File: config.mk
export PLATFORM = sky130hd
export DESIGN_NAME = ps2_note_tracker
export DESIGN_NICKNAME = d
export VERILOG_FILES = /design/src/rtl/ps2_note_tracker.sv
export SDC_FILE = /design/constraint.sdc
export NUM_CORES = 1
export LEC_CHECK = 0
export CAP_MARGIN = 20
export CORE_MARGIN = 5
export CORE_UTILIZATION = 40
export CTS_CLUSTER_DIAMETER = 120
export CTS_CLUSTER_SIZE = 24
export DETAILED_ROUTE_END_ITERATION = 7
export GPL_TIMING_DRIVEN = 1
export SLEW_MARGIN = 20
export SYNTH_ARGS = -nofsm -noshare
export SYNTH_HDL_FRONTEND = slang
export SYNTH_SLANG_ARGS = --single-unit
File: constraint.sdc
create_clock -name clk -period 14.8 [get_ports clk]
set_clock_uncertainty 0.05 [all_clocks]
set_input_delay 3.7 -clock clk [delete_from_list [all_inputs] [get_ports clk]]
set_output_delay 3.7 -clock clk [all_outputs]
set_load 0.03 [all_outputs]
File: src/rtl/ps2_note_tracker.sv
// rtl/ps2_note_tracker.sv - PS/2 scan-code parser with a last-note-priority key stack
//
// Purpose:
//   Consumes the raw PS/2 byte stream, decodes make / break (F0) and extended (E0)
//   prefixes, and keeps a stack of currently held piano keys. The half-period count
//   of the newest still-held key is presented to the note clock divider.
//
// Ports:
//   clk          system clock
//   rst_n        synchronous active-low reset
//   scan_byte    received PS/2 byte
//   scan_valid   one-cycle strobe qualifying scan_byte
//   note_count   half-period count of the top-of-stack key (0 when empty)
//   note_active  stack non-empty
//   held_keys    number of stack entries
//   note_change  one-cycle pulse when note_count changes value
//
// Optional feature macro: OCTAVE_SHIFT_EN
//   When defined, make codes 0x4E ('-') and 0x55 ('=') step a saturating octave
//   register (-1..+1) that scales the presented count.

module ps2_note_tracker #(
    parameter int STACK_DEPTH = 4,
    parameter int COUNT_W     = 20
) (
    input  logic               clk,
    input  logic               rst_n,
    input  logic [7:0]         scan_byte,
    input  logic               scan_valid,
    output logic [COUNT_W-1:0] note_count,
    output logic               note_active,
    output logic [3:0]         held_keys,
    output logic               note_change
);

    localparam logic [7:0] BYTE_BRK = 8'hF0;
    localparam logic [7:0] BYTE_EXT = 8'hE0;

    typedef enum logic [1:0] {
        ST_IDLE    = 2'd0,
        ST_BRK     = 2'd1,
        ST_EXT     = 2'd2,
        ST_EXT_BRK = 2'd3
    } state_t;

    // ------------------------------------------------------------------
    // Key table: scan code -> half-period count. Zero means "not a piano key".
    // ------------------------------------------------------------------
    function automatic logic [19:0] half_period(input logic [7:0] code);
        logic [19:0] hp;
        case (code)
            8'h15: hp = 20'h5D2EF;
            8'h1D: hp = 20'h530A8;
            8'h24: hp = 20'h49FB6;
            8'h2D: hp = 20'h45C12;
            8'h2C: hp = 20'h3E47E;
            8'h35: hp = 20'h377C8;
            8'h3C: hp = 20'h316BD;
            8'h43: hp = 20'h2EA85;
            8'h1C: hp = 20'h2EA85;
            8'h1B: hp = 20'h29919;
            8'h23: hp = 20'h25085;
            8'h2B: hp = 20'h22F44;
            8'h34: hp = 20'h1F23E;
            8'h33: hp = 20'h1BBE4;
            8'h3B: hp = 20'h18B76;
            8'h42: hp = 20'h17544;
            8'h1A: hp = 20'h17544;
            8'h22: hp = 20'h14CBA;
            8'h21: hp = 20'h127ED;
            8'h2A: hp = 20'h117D1;
            8'h32: hp = 20'h0F91F;
            8'h31: hp = 20'h0DDF2;
            8'h3A: hp = 20'h0C5AF;
            8'h41: hp = 20'h0BA8B;
            default: hp = 20'h00000;
        endcase
        return hp;
    endfunction

    // ------------------------------------------------------------------
    // Parser FSM
    // ------------------------------------------------------------------
    state_t state_q, state_d;
    logic   make_act;
    logic   rel_act;

    always_ff @(posedge clk) begin
        if (!rst_n) begin
            state_q <= ST_IDLE;
        end else begin
            state_q <= state_d;
        end
    end

    always_comb begin
        state_d = state_q;
        if (scan_valid) begin
            case (state_q)
                ST_IDLE: begin
                    if (scan_byte == BYTE_BRK) begin
                        state_d = ST_BRK;
                    end else if (scan_byte == BYTE_EXT) begin
                        state_d = ST_EXT;
                    end else begin
                        state_d = ST_IDLE;
                    end
                end
                ST_BRK:     state_d = ST_IDLE;
                ST_EXT:     state_d = (scan_byte == BYTE_BRK) ? ST_EXT_BRK : ST_IDLE;
                ST_EXT_BRK: state_d = ST_IDLE;
                default:    state_d = ST_IDLE;
            endcase
        end
    end

    // Extended sequences never produce an action; only plain make/break do.
    always_comb begin
        make_act = 1'b0;
        rel_act  = 1'b0;
        if (scan_valid) begin
            case (state_q)
                ST_IDLE: make_act = (scan_byte != BYTE_BRK) && (scan_byte != BYTE_EXT);
                ST_BRK:  rel_act  = 1'b1;
                default: begin
                    make_act = 1'b0;
                    rel_act  = 1'b0;
                end
            endcase
        end
    end

    // ------------------------------------------------------------------
    // Key stack: entry 0 is the oldest key, entry cnt_q-1 is the newest.
    // Slots at or above cnt_q are don't-care and never searched.
    // ------------------------------------------------------------------
    logic [7:0] stk_q [STACK_DEPTH];
    logic [7:0] stk_d [STACK_DEPTH];
    logic [3:0] cnt_q, cnt_d;
    logic       found;
    logic [3:0] fidx;
    logic       is_piano;

    assign is_piano = (half_period(scan_byte) != 20'h00000);

    always_comb begin
        found = 1'b0;
        fidx  = 4'd0;
        for (int i = 0; i < STACK_DEPTH; i++) begin
            if (!found && (4'(i) < cnt_q) && (stk_q[i] == scan_byte)) begin
                found = 1'b1;
                fidx  = 4'(i);
            end
        end
    end

    always_comb begin
        for (int i = 0; i < STACK_DEPTH; i++) begin
            stk_d[i] = stk_q[i];
        end
        cnt_d = cnt_q;

        if (make_act && is_piano && !found) begin
            if (cnt_q == 4'(STACK_DEPTH)) begin
                // Full: drop the oldest key, slide everything down, push on top.
                for (int i = 0; i < STACK_DEPTH - 1; i++) begin
                    stk_d[i] = stk_q[i+1];
                end
                stk_d[STACK_DEPTH-1] = scan_byte;
            end else begin
                for (int i = 0; i < STACK_DEPTH; i++) begin
                    if (4'(i) == cnt_q) begin
                        stk_d[i] = scan_byte;
                    end
                end
                cnt_d = cnt_q + 4'd1;
            end
        end else if (rel_act && is_piano && found) begin
            // Compact entries above the released key down by one slot.
            for (int i = 0; i < STACK_DEPTH - 1; i++) begin
                if (4'(i) >= fidx) begin
                    stk_d[i] = stk_q[i+1];
                end
            end
            for (int i = 0; i < STACK_DEPTH; i++) begin
                if (4'(i) == cnt_q - 4'd1) begin
                    stk_d[i] = 8'h00;
                end
            end
            cnt_d = cnt_q - 4'd1;
        end
    end

    // ------------------------------------------------------------------
    // Octave register (optional)
    // ------------------------------------------------------------------
`ifdef OCTAVE_SHIFT_EN
    // Two's complement: 2'b11 = -1 (one octave down), 2'b00 = 0, 2'b01 = +1.
    logic [1:0] oct_q, oct_d;

    always_comb begin
        oct_d = oct_q;
        if (make_act && (scan_byte == 8'h4E) && (oct_q != 2'b11)) begin
            oct_d = oct_q - 2'd1;
        end else if (make_act && (scan_byte == 8'h55) && (oct_q != 2'b01)) begin
            oct_d = oct_q + 2'd1;
        end
    end
`endif

    // ------------------------------------------------------------------
    // Next output value derived from the next stack state, so the registered
    // outputs track the stack with one cycle of latency.
    // ------------------------------------------------------------------
    logic [7:0]         top_code;
    logic [COUNT_W-1:0] base_count;
    logic [COUNT_W-1:0] note_d;

    always_comb begin
        top_code = 8'h00;
        for (int i = 0; i < STACK_DEPTH; i++) begin
            // cnt_d == 0 wraps to 4'hF and selects nothing.
            if (4'(i) == cnt_d - 4'd1) begin
                top_code = stk_d[i];
            end
        end
    end

    always_comb begin
        base_count = COUNT_W'(half_period(top_code));
        note_d     = base_count;
        if (cnt_d == 4'd0) begin
            note_d = '0;
        end
`ifdef OCTAVE_SHIFT_EN
        else if (oct_d == 2'b11) begin
            note_d = base_count << 1;
        end else if (oct_d == 2'b01) begin
            note_d = base_count >> 1;
        end
`endif
    end

    // ------------------------------------------------------------------
    // Registers
    // ------------------------------------------------------------------
    logic [COUNT_W-1:0] note_count_q;
    logic               note_active_q;
    logic               note_change_q;

    always_ff @(posedge clk) begin
        if (!rst_n) begin
            for (int i = 0; i < STACK_DEPTH; i++) begin
                stk_q[i] <= 8'h00;
            end
            cnt_q         <= 4'd0;
            note_count_q  <= '0;
            note_active_q <= 1'b0;
            note_change_q <= 1'b0;
`ifdef OCTAVE_SHIFT_EN
            oct_q         <= 2'b00;
`endif
        end else begin
            for (int i = 0; i < STACK_DEPTH; i++) begin
                stk_q[i] <= stk_d[i];
            end
            cnt_q         <= cnt_d;
            note_count_q  <= note_d;
            note_active_q <= (cnt_d != 4'd0);
            note_change_q <= (note_d != note_count_q);
`ifdef OCTAVE_SHIFT_EN
            oct_q         <= oct_d;
`endif
        end
    end

    assign note_count  = note_count_q;
    assign note_active = note_active_q;
    assign held_keys   = cnt_q;
    assign note_change = note_change_q;

endmodule

==> flow_summary.json <==
{
  "finalNetCount": 728,
  "avgSynthCellArea_sq_um": 8.03,
  "required_ns": 14.97,
  "cts-htree-levels": 3,
  "drc": 0,
  "dpl_worst_slack_ns": 4.09,
  "final_cell_area_sq_um": 6330,
  "worstSkewPairLatency_ns": 0.34,
  "drv_cap": 0,
  "area_delta_synth_final_pct": 10.8,
  "rows": 43,
  "netlist.area_leader.share_pct": 20.7,
  "routed_wl_um": 19200,
  "antenna_found_initial": 0,
  "place_area_sq_um": 6020,
  "ant_nets": 0,
  "grt_pass1_vias": 5579,
  "root_buffer": "clkbuf_16",
  "crit_path_max_fanout": 18,
  "finalSetupViolCount": 0,
  "min-delay-start": "stk_q[3][7]$_SDFF_PN0_",
  "dr.first_iter.drc_count": 667,
  "cts.repair.resized": 0,
  "worst_pin_slew_ns": 0.905,
  "whs_ns": 0.461,
  "synth_area_sq_um": 5710,
  "cts.reportedPaths.clkPinSlew_ns": 0.05,
  "final-hold-violation-count": 0,
  "async_reset_ff_share_pct": 0,
  "dp.final_hpwl_um": 14100,
  "dieArea_sq_um": 16800,
  "max-clock-path-buffers": 2,
  "fin_crit_ns": 10.50,
  "finalCritPeriodShare_pct": 71.0,
  "report.final.slew_viol_count": 0,
  "grt_overflow": 0,
  "ios": 37,
  "cts_buffers": 9,
  "status": "finished, final reports clean",
  "portBuffers": 35,
  "cts.sink_count": 59,
  "vias_per_cell": 6.52,
  "maxSlewHeadroom_pct": 39.5,
  "diodes": 0,
  "worstSetupEndpointType": "register",
  "irDropWorstVdd_mv": 0.0478,
  "drive_gt1_share_pct": 10.1,
  "die_h_um": 130,
  "p_leak_nw": 2.21,
  "die_w_um": 130,
  "hold_depth": 2,
  "synthTopCellsByCount": "82 x nor2_1, 59 x dfxtp_1, 49 x mux2i_1, 41 x a21oi_1",
  "rsz0062_at_grt": "no",
  "synth_seq_area_share_pct": 20.7,
  "hp-class": "register to register",
  "yosys-top-cells-area": "dfxtp_1 21%, mux2i_1 8.6%, nor2_1 5.4%",
  "synth-edff-count": 0,
  "cts_setup_buffers": 0,
  "cts_hold_buf": 0,
  "grt_max_degree": 36,
  "gp_congestion": 0.958,
  "criticalPathCategory": "primary input to register",
  "synth.largest_area_cell": "dfxtp_1",
  "worst_slack_ns": 4.30,
  "core_area_sq_um": 13900,
  "synth.most_common_cell": "nor2_1",
  "timing.fmax_ghz": 0.0952,
  "grt_pass1_wl_um": 30700,
  "synth_seq_cells": 59,
  "crit_start": "scan_byte[0]",
  "start_kind": "primary input",
  "cts_tree": "yes",
  "dominantRegCellSynth": "dfxtp_1",
  "worst_ep_arrival_time_ns": 10.67,
  "initial_core_util_pct": 41.0,
  "grt_usage_pct": 23.0,
  "syn_inst": 712,
  "syn_nets": 730,
  "yosysUniqueCellTypes": 100,
  "fill_cells": 1335,
  "wl_per_cell_um": 21.4,
  "power.density_nw_per_um2": 67.0,
  "r2r_start": "held_keys[1]$_SDFF_PN0_",
  "ff2ff_path_depth": 19,
  "via_count": 5839,
  "yosysWarnings": 0,
  "setup_tns_ns": 0,
  "dr.pass1.iters": 6
}
power breakdown:
group / switching [mW] / internal (mW) / leakage, nW
Clock: 0.0745 / 0.143 / 0.155
Combinational: 0.0301 / 0.0149 / 1.58
Sequential: 0.00133 / 0.160 / 0.475
path summary, 6_finish.rpt:
check	end	slack [ns]
max	note_change$_SDFF_PN0_	4.30
min	stk_q[3][7]$_SDFF_PN0_	0.46
max reg2reg	note_change$_SDFF_PN0_	7.59
min reg2reg	stk_q[3][7]$_SDFF_PN0_	0.46
placed cells by master (no fill, tap or decap), types with 23 or more instances in the layout:
cell,count
nor2_1,82
dfxtp_1,59
mux2i_1,49
a21oi_1,41
and2_1,36
nand2_1,36
clkdlybuf4s50_1,34
xor2_1,30
o22ai_1,26
nand3_1,23
critical path, cell delays in order:
cell and delay [ns]:
clkdlybuf4s50_1 0.85, nor4bb_1 0.32, o31ai_1 0.28, o211ai_1 0.32, nor3_4 0.79, nor3_1 0.13
o32ai_2 0.80, nand2b_1 0.41, a31o_1 0.34, a211oi_2 0.64, nand2_1 0.29, o31ai_1 0.43
o21bai_4 0.22, or4_4 0.17, xor2_1 0.06, or4_1 0.52, o41a_1 0.37
logic make-up (layout without fill, tap and decap cells):
group | Yosys count | count (layout) | share of synthesized area, %
other | 1 | 1 | 0.0656
AOI/OAI and AO/OA | 203 | 203 | 27.7
DFF | 59 | 59 | 20.7
adders and majority gates | 7 | 7 | 1.53
xor gates and xnor gates | 48 | 48 | 7.62
buffers and inverters | 61 | 64 | 5.85
and+or+nand+nor | 282 | 282 | 27.5
muxes | 51 | 51 | 8.98
per-stage QoR:
| stage | instances | power, mW | utilization, % |
|---|---|---|---|
| 6_report | 895 | 0.424 | 45.4 |
| 5_1_grt | 895 | 0.438 | 45.4 |
| 4_1_cts | 895 | 0.426 | 45.5 |
| 3_5_place_dp | 879 | 0.209 | 43.2 |
| 3_3_place_gp | 879 | 0.208 | 43.2 |
| 2_1_floorplan | 712 | 0.199 | - |
state kept, by name, summed over array words and instances, names as in the netlist:
signal and flops:
note_count 19, note_change 1, stk_q 32, state_q 2, held_keys 4, note_active 1
final cells by class:
| class | instances | area [sq um] | area share (%) |
|---|---|---|---|
| tap | 180 | 225 | 3.56 |
| clock inverter | 4 | 47.5 | 0.751 |
| clock buffer | 12 | 267 | 4.21 |
| multi-input combinational | 592 | 4200 | 66.4 |
| sequential | 59 | 1180 | 18.7 |
| timing repair buffer | 39 | 375 | 5.93 |
| inverter | 9 | 33.8 | 0.534 |
layer usage:
| metal | share of wire, % | global-route usage [%] |
|---|---|---|
| met5 | 0 | 0 |
| met4 | 4.8 | 12.9 |
| met3 | 6.8 | 3.79 |
| met2 | 47 | 37.4 |
| met1 | 42 | 29.1 |
No activity file was read; power rests on OpenSTA's default activity.
